--- src/rtl/pla_pkg.sv ---
// pla_pkg: shared state encoding and PLA pin-order constants for the phase sequencer
package pla_pkg;
  typedef enum logic [2:0] {
    IDLE   = 3'd0,
    DELAY  = 3'd1,
    SAMPLE = 3'd2,
    EVAL   = 3'd3,
    HOLD   = 3'd4
  } state_t;
  localparam logic [7:0] F_IDLE = 8'hFF;
  localparam int I_NCAS    = 0;
  localparam int I_NLORAM  = 1;
  localparam int I_NHIRAM  = 2;
  localparam int I_NCHAREN = 3;
  localparam int I_NVA14   = 4;
  localparam int I_A15     = 5;
  localparam int I_A14     = 6;
  localparam int I_A13     = 7;
  localparam int I_A12     = 8;
  localparam int I_BA      = 9;
  localparam int I_NAEC    = 10;
  localparam int I_RW      = 11;
  localparam int I_NEXROM  = 12;
  localparam int I_NGAME   = 13;
  localparam int I_VA13    = 14;
  localparam int I_VA12    = 15;
  localparam int F_CASRAM  = 0;
  localparam int F_BASIC   = 1;
  localparam int F_KERNAL  = 2;
  localparam int F_CHAROM  = 3;
  localparam int F_GRW     = 4;
  localparam int F_IO      = 5;
  localparam int F_ROML    = 6;
  localparam int F_ROMH    = 7;
endpackage

--- src/rtl/pla_phase_sequencer_if.sv ---
// pla_phase_sequencer_if: phi0, raw/sampled PLA inputs, decoder outputs and status of the sequencer
interface pla_phase_sequencer_if;
  logic        phi0;
  logic [15:0] pla_in;
  logic [7:0]  pla_out;
  logic [15:0] pla_in_q;
  logic [7:0]  f_q;
  logic        half;
  logic        sample_stb;
  logic        locked;
  logic        err_missed;
  modport master (
    output phi0, pla_in, pla_out,
    input  pla_in_q, f_q, half, sample_stb, locked, err_missed
  );
  modport slave (
    input  phi0, pla_in, pla_out,
    output pla_in_q, f_q, half, sample_stb, locked, err_missed
  );
endinterface

--- src/rtl/pla_sync_edge.sv ---
// pla_sync_edge: multi-flop synchronizer with a change detector on the synchronized level
module pla_sync_edge #(
  parameter int STAGES = 2
) (
  input  logic clk,
  input  logic n_reset,
  input  logic din,
  output logic level,
  output logic edge_pulse
);
  logic [STAGES-1:0] sr;
  logic prev;
  always_ff @(posedge clk or negedge n_reset)
    if (!n_reset) begin
      sr   <= '0;
      prev <= 1'b0;
    end else begin
      sr   <= {sr[STAGES-2:0], din};
      prev <= sr[STAGES-1];
    end
  assign level = sr[STAGES-1];
  assign edge_pulse = level ^ prev;
endmodule

--- src/rtl/pla_phase_sequencer.sv ---
// pla_phase_sequencer: tracks phi0 halves, samples PLA inputs after each edge and registers decoder outputs
module pla_phase_sequencer import pla_pkg::*; #(
  parameter int SAMPLE_DLY  = 6,
  parameter int TIMEOUT     = 64,
  parameter int SYNC_STAGES = 2
) (
  input logic clk,
  input logic n_reset,
  pla_phase_sequencer_if.slave bus
);
  localparam int TW = $clog2(TIMEOUT + 1);
  localparam int DW = $clog2(SAMPLE_DLY + 1);
  state_t state, state_n;
  logic level, edg, timeout, busy;
  logic [DW-1:0] dly_cnt;
  logic [TW-1:0] to_cnt;
  pla_sync_edge #(.STAGES(SYNC_STAGES)) u_sync (
    .clk, .n_reset, .din(bus.phi0), .level, .edge_pulse(edg)
  );
  assign timeout = !edg && to_cnt == TW'(TIMEOUT - 1);
  assign busy = state == DELAY || state == SAMPLE || state == EVAL;
  assign bus.sample_stb = state == SAMPLE;
  always_comb begin
    state_n = edg ? DELAY : timeout ? IDLE :
      (state == DELAY && dly_cnt == DW'(SAMPLE_DLY - 1)) ? SAMPLE :
      state == SAMPLE ? EVAL : state == EVAL ? HOLD : state;
  end
  always_ff @(posedge clk or negedge n_reset)
    if (!n_reset) state <= IDLE;
    else state <= state_n;
  // A sample already in flight still loads on a coinciding edge; only its EVAL is dropped.
  always_ff @(posedge clk or negedge n_reset)
    if (!n_reset) begin
      dly_cnt        <= '0;
      to_cnt         <= '0;
      bus.half       <= 1'b0;
      bus.err_missed <= 1'b0;
      bus.pla_in_q   <= '0;
      bus.f_q        <= F_IDLE;
      bus.locked     <= 1'b0;
    end else begin
      dly_cnt <= edg ? '0 : state == DELAY ? dly_cnt + DW'(1) : dly_cnt;
      to_cnt  <= edg ? '0 : to_cnt == TW'(TIMEOUT) ? to_cnt : to_cnt + TW'(1);
      if (edg) bus.half <= level;
      if (edg && busy) bus.err_missed <= 1'b1;
      if (state == SAMPLE) bus.pla_in_q <= bus.pla_in;
      if (state == EVAL && !edg) begin
        bus.f_q    <= bus.pla_out;
        bus.locked <= 1'b1;
      end else if (timeout) begin
        bus.f_q    <= F_IDLE;
        bus.locked <= 1'b0;
      end
    end
endmodule

--- src/flat_wrapper.sv ---
// flat-port wrapper written by rule: the top's interface ports become plain ports
module pla_phase_sequencer_flat import pla_pkg::*;
#(
  parameter int SAMPLE_DLY  = 6,
  parameter int TIMEOUT     = 64,
  parameter int SYNC_STAGES = 2
)
  (clk, n_reset, bus_phi0, bus_pla_in, bus_pla_out, bus_pla_in_q, bus_f_q, bus_half, bus_sample_stb, bus_locked, bus_err_missed);
  pla_phase_sequencer_if bus_i ();
  input logic clk;
  input logic n_reset;
  input wire logic [$bits(bus_i.phi0)-1:0] bus_phi0;
  input wire logic [$bits(bus_i.pla_in)-1:0] bus_pla_in;
  input wire logic [$bits(bus_i.pla_out)-1:0] bus_pla_out;
  output wire logic [$bits(bus_i.pla_in_q)-1:0] bus_pla_in_q;
  output wire logic [$bits(bus_i.f_q)-1:0] bus_f_q;
  output wire logic [$bits(bus_i.half)-1:0] bus_half;
  output wire logic [$bits(bus_i.sample_stb)-1:0] bus_sample_stb;
  output wire logic [$bits(bus_i.locked)-1:0] bus_locked;
  output wire logic [$bits(bus_i.err_missed)-1:0] bus_err_missed;
  assign bus_i.phi0 = bus_phi0;
  assign bus_i.pla_in = bus_pla_in;
  assign bus_i.pla_out = bus_pla_out;
  assign bus_pla_in_q = bus_i.pla_in_q;
  assign bus_f_q = bus_i.f_q;
  assign bus_half = bus_i.half;
  assign bus_sample_stb = bus_i.sample_stb;
  assign bus_locked = bus_i.locked;
  assign bus_err_missed = bus_i.err_missed;
  pla_phase_sequencer #(.SAMPLE_DLY(SAMPLE_DLY), .TIMEOUT(TIMEOUT), .SYNC_STAGES(SYNC_STAGES)) u_core (.clk(clk), .n_reset(n_reset), .bus(bus_i));
endmodule
--- config.mk ---
export PLATFORM = sky130hd
export DESIGN_NAME = pla_phase_sequencer_flat
export DESIGN_NICKNAME = d
export VERILOG_FILES = /design/src/rtl/pla_pkg.sv /design/src/rtl/pla_phase_sequencer_if.sv /design/src/rtl/pla_sync_edge.sv /design/src/rtl/pla_phase_sequencer.sv /design/src/flat_wrapper.sv
export SDC_FILE = /design/constraint.sdc
export NUM_CORES = 1
export LEC_CHECK = 0
export BUFFER_PORTS_ARGS = -buffer_cell sky130_fd_sc_hd__buf_4
export CORE_ASPECT_RATIO = 1.4
export CORE_MARGIN = 5
export CORE_UTILIZATION = 52
export DETAILED_ROUTE_END_ITERATION = 10
export HOLD_SLACK_MARGIN = 0.12
export PLACE_DENSITY_LB_ADDON = 0.1
export SLEW_MARGIN = 5
export SYNTH_ARGS = -nofsm -noshare
export SYNTH_HDL_FRONTEND = slang
export SYNTH_SLANG_ARGS = --single-unit
export TNS_END_PERCENT = 5
--- constraint.sdc ---
create_clock -name clk -period 1.7 [get_ports clk]
set_input_delay 0.085 -clock clk [delete_from_list [all_inputs] [get_ports clk]]
set_output_delay 0.085 -clock clk [all_outputs]
set_load 0.01 [all_outputs]
==> flow_metrics.tcl <==
set metrics [dict create \
    outcome "finished, final reports clean" \
    tightest_slew_ps 541 \
    critPathKind "reg -> out" \
    wl_mm 4.46 \
    cp_max_fo 18 \
    worstPathArrival_ps 1440 \
    rsz0062_at_grt "false" \
    vias_per_cell 5.38 \
    hold_path.class "in -> reg" \
    yosysUniqueCellTypes 36 \
    drive_gt1_frac 0.429 \
    synthesis.area_um2 2050 \
    crit_path_end_kind "primary output" \
    synth_flop_cell "dfrtp_1" \
    portBuffers 54 \
    clk_pin_slew_ps 80 \
    initial_core_util 0.528 \
    hold_violations 0 \
    syn_nets 195 \
    cts_buffers 5 \
    grt_max_degree 44 \
    final_antenna_net_count 0 \
    finalInstanceArea_um2 2780 \
    syn_area_per_cell_um2 12.5 \
    startpoint "u_core.state[1]" \
    synth_edf_count 0 \
    gr-usage-met2 0.316 \
    grtUsageMet1 0.213 \
    areaGrowthSynthToFinish_pct 35.8 \
    cts_root_buf "clkbuf_8" \
    finalSetupViolCount 0 \
    antenna_found_initial 0 \
    io_pins 55 \
    drv_slew 0 \
    slew_headroom 0.640 \
    dr_total_vias 1550 \
    row_count 27 \
    routabilityCongestion 0.796 \
    reg2regPathDepth 3 \
    yosysWarningCount 0 \
    grt_pass1_wl_mm 7.98 \
    dr.pass1.iters 4 \
    busiest_layer "met2" \
    setup_tns_ps 0 \
    cts-resized-gates 0 \
    clock_sinks 43 \
    fill_cells 269 \
    wl_per_cell_um 15.5 \
    r2r-start "u_core.state[0]" \
    drc_errors 0 \
    synthCells 164 \
    ys_seq_elements 43 \
    hold_depth 3 \
    cts_buffer_depth 2 \
    met3_usage 0.0428 \
    die_area_um2 5310 \
    clock.fmax_ghz 0.654 \
    dp_hpwl_mm 3.10 \
    nets 275 \
    grt_remaining_overflow 0 \
    grt_pass1_vias 1733 \
    grt.total_usage 0.183 \
    async_flop_share 1.00 \
    cts_tree "built" \
    startpoint_type "flip-flop" \
    cts_max_level 2 \
    first_iter_violations 128 \
    leakage_nw 1.29 \
    power_density_nw_per_um2 820 \
    placed_area_um2 2490 \
    coreArea_um2 3880 \
    period_share 0.900 \
    skew_ps 7.25 \
    hold_start "bus_pla_out[3]" \
    cp.required_ps 1620 \
    peakVddDrop_mv 0.650 \
    seq_area_frac_synth 0.530 \
    min_period_ps 1530 \
    drv_cap 0 \
    die_h_um 84.3 \
    clock_latency_ps 290 \
    antenna_cells 0 \
    die_x_um 63.1 \
    cts_setup_buffers 0 \
]
-- worst max-delay path, cell delays in order, from the launching register on --
cell and delay [ps]:
dfrtp_1 530, nor3b_4 280, buf_12 200, buf_4 140
-- synthesized netlist by cell type, types with 4 or more instances --
master | n | area share
nand2_1 | 5 | 0.0092
nor3_1 | 19 | 0.046
a21oi_1 | 4 | 0.0098
nor2_1 | 14 | 0.026
a211oi_2 | 9 | 0.055
ha_1 | 4 | 0.024
mux2_4 | 8 | 0.059
dfstp_2 | 8 | 0.10
xnor2_1 | 5 | 0.021
dfrtp_1 | 35 | 0.43
mux2_2 | 8 | 0.044
-- cell type report --
cell class                      instances  area [um2]  share of cell area
Multi-Input combinational cell        109         872               0.313
Inverter                                3        11.3             0.00404
Sequential cell                        43        1090               0.390
Timing Repair Buffer                   82         681               0.244
Tap cell                               43        53.8              0.0193
Clock buffer                            8        80.1              0.0288
-- through the flow --
step	worst slack [ps]	cells	total power, mW	util	hold slack, ps
floorplan	306	164	1.44	-	-211
global placement	283	259	1.60	0.642	97.2
detailed placement	187	259	1.63	0.642	109
CTS	148	288	2.30	0.717	124
global route	40.2	288	2.42	0.717	126
finish	171	288	2.28	0.717	122
-- flip-flops by register name, summed over array words and instances (netlist names) --
signal,flops
u_core.bus.f_q,8
u_core.bus.half,1
u_core.to_cnt,7
u_core.u_sync.prev,1
u_core.bus.pla_in_q,16
u_core.bus.err_missed,1
u_core.dly_cnt,3
u_core.bus.locked,1
u_core.u_sync.sr,2
u_core.state,3
-- cell usage in the layout, fill, tap and decap left out, types with 2 or more instances in the layout --
cell type	count
buf_4	60
dfrtp_1	35
dlygate4sd3_1	21
nor3_1	19
nor2_1	14
a211oi_2	9
mux2_4	8
mux2_2	8
dfstp_2	8
xnor2_1	5
nand2_1	5
clkbuf_8	5
a21oi_1	4
ha_1	4
inv_1	3
o21ai_0	3
nand3_1	3
clkbuf_1	3
and3_1	2
and3b_1	2
o21bai_1	2
nand2b_1	2
or3_1	2
nor2b_1	2
o21ai_1	2
a211oi_1	2
-- repair_timing --
item	CTS	global route
hold endpoints to repair	55	0
endpoints found under the setup margin	0	0
hold buffers	21	0
-- path summary, 6_finish.rpt --
path	endpoint	slack, ps
worst min-delay path	u_core.bus.f_q[3]	120
worst min register to register	u_core.u_sync.sr[1]	350
worst max-delay path	bus_sample_stb	170
min in group asynchronous	u_core.to_cnt[5]	310
max in group asynchronous	u_core.bus.f_q[1]	1010
worst max register to register	u_core.bus.f_q[1]	200
-- logic make-up after synthesis --
| family | Yosys count | share of synthesized area |
|---|---|---|
| buf+inv | 12 | 0.0476 |
| simple gates | 58 | 0.159 |
| flops | 43 | 0.530 |
| compound gates | 24 | 0.103 |
| xor+xnor | 7 | 0.0336 |
| mux | 16 | 0.103 |
| fa+ha+maj | 4 | 0.0244 |
-- power by group --
part	switching, mW	internal (mW)	total, mW
logic	0.195	0.254	0.448
registers	0.0852	1.11	1.20
clock network	0.345	0.293	0.638
total	0.625	1.66	2.28
-- per-layer routing --
metal / part of all wire / routed length (um)
met3: 0.057 / 253
met1: 0.39 / 1740
met2: 0.53 / 2380
met5: 0 / 0
met4: 0.019 / 83
Note: power is estimated with default switching activity, not from simulation.
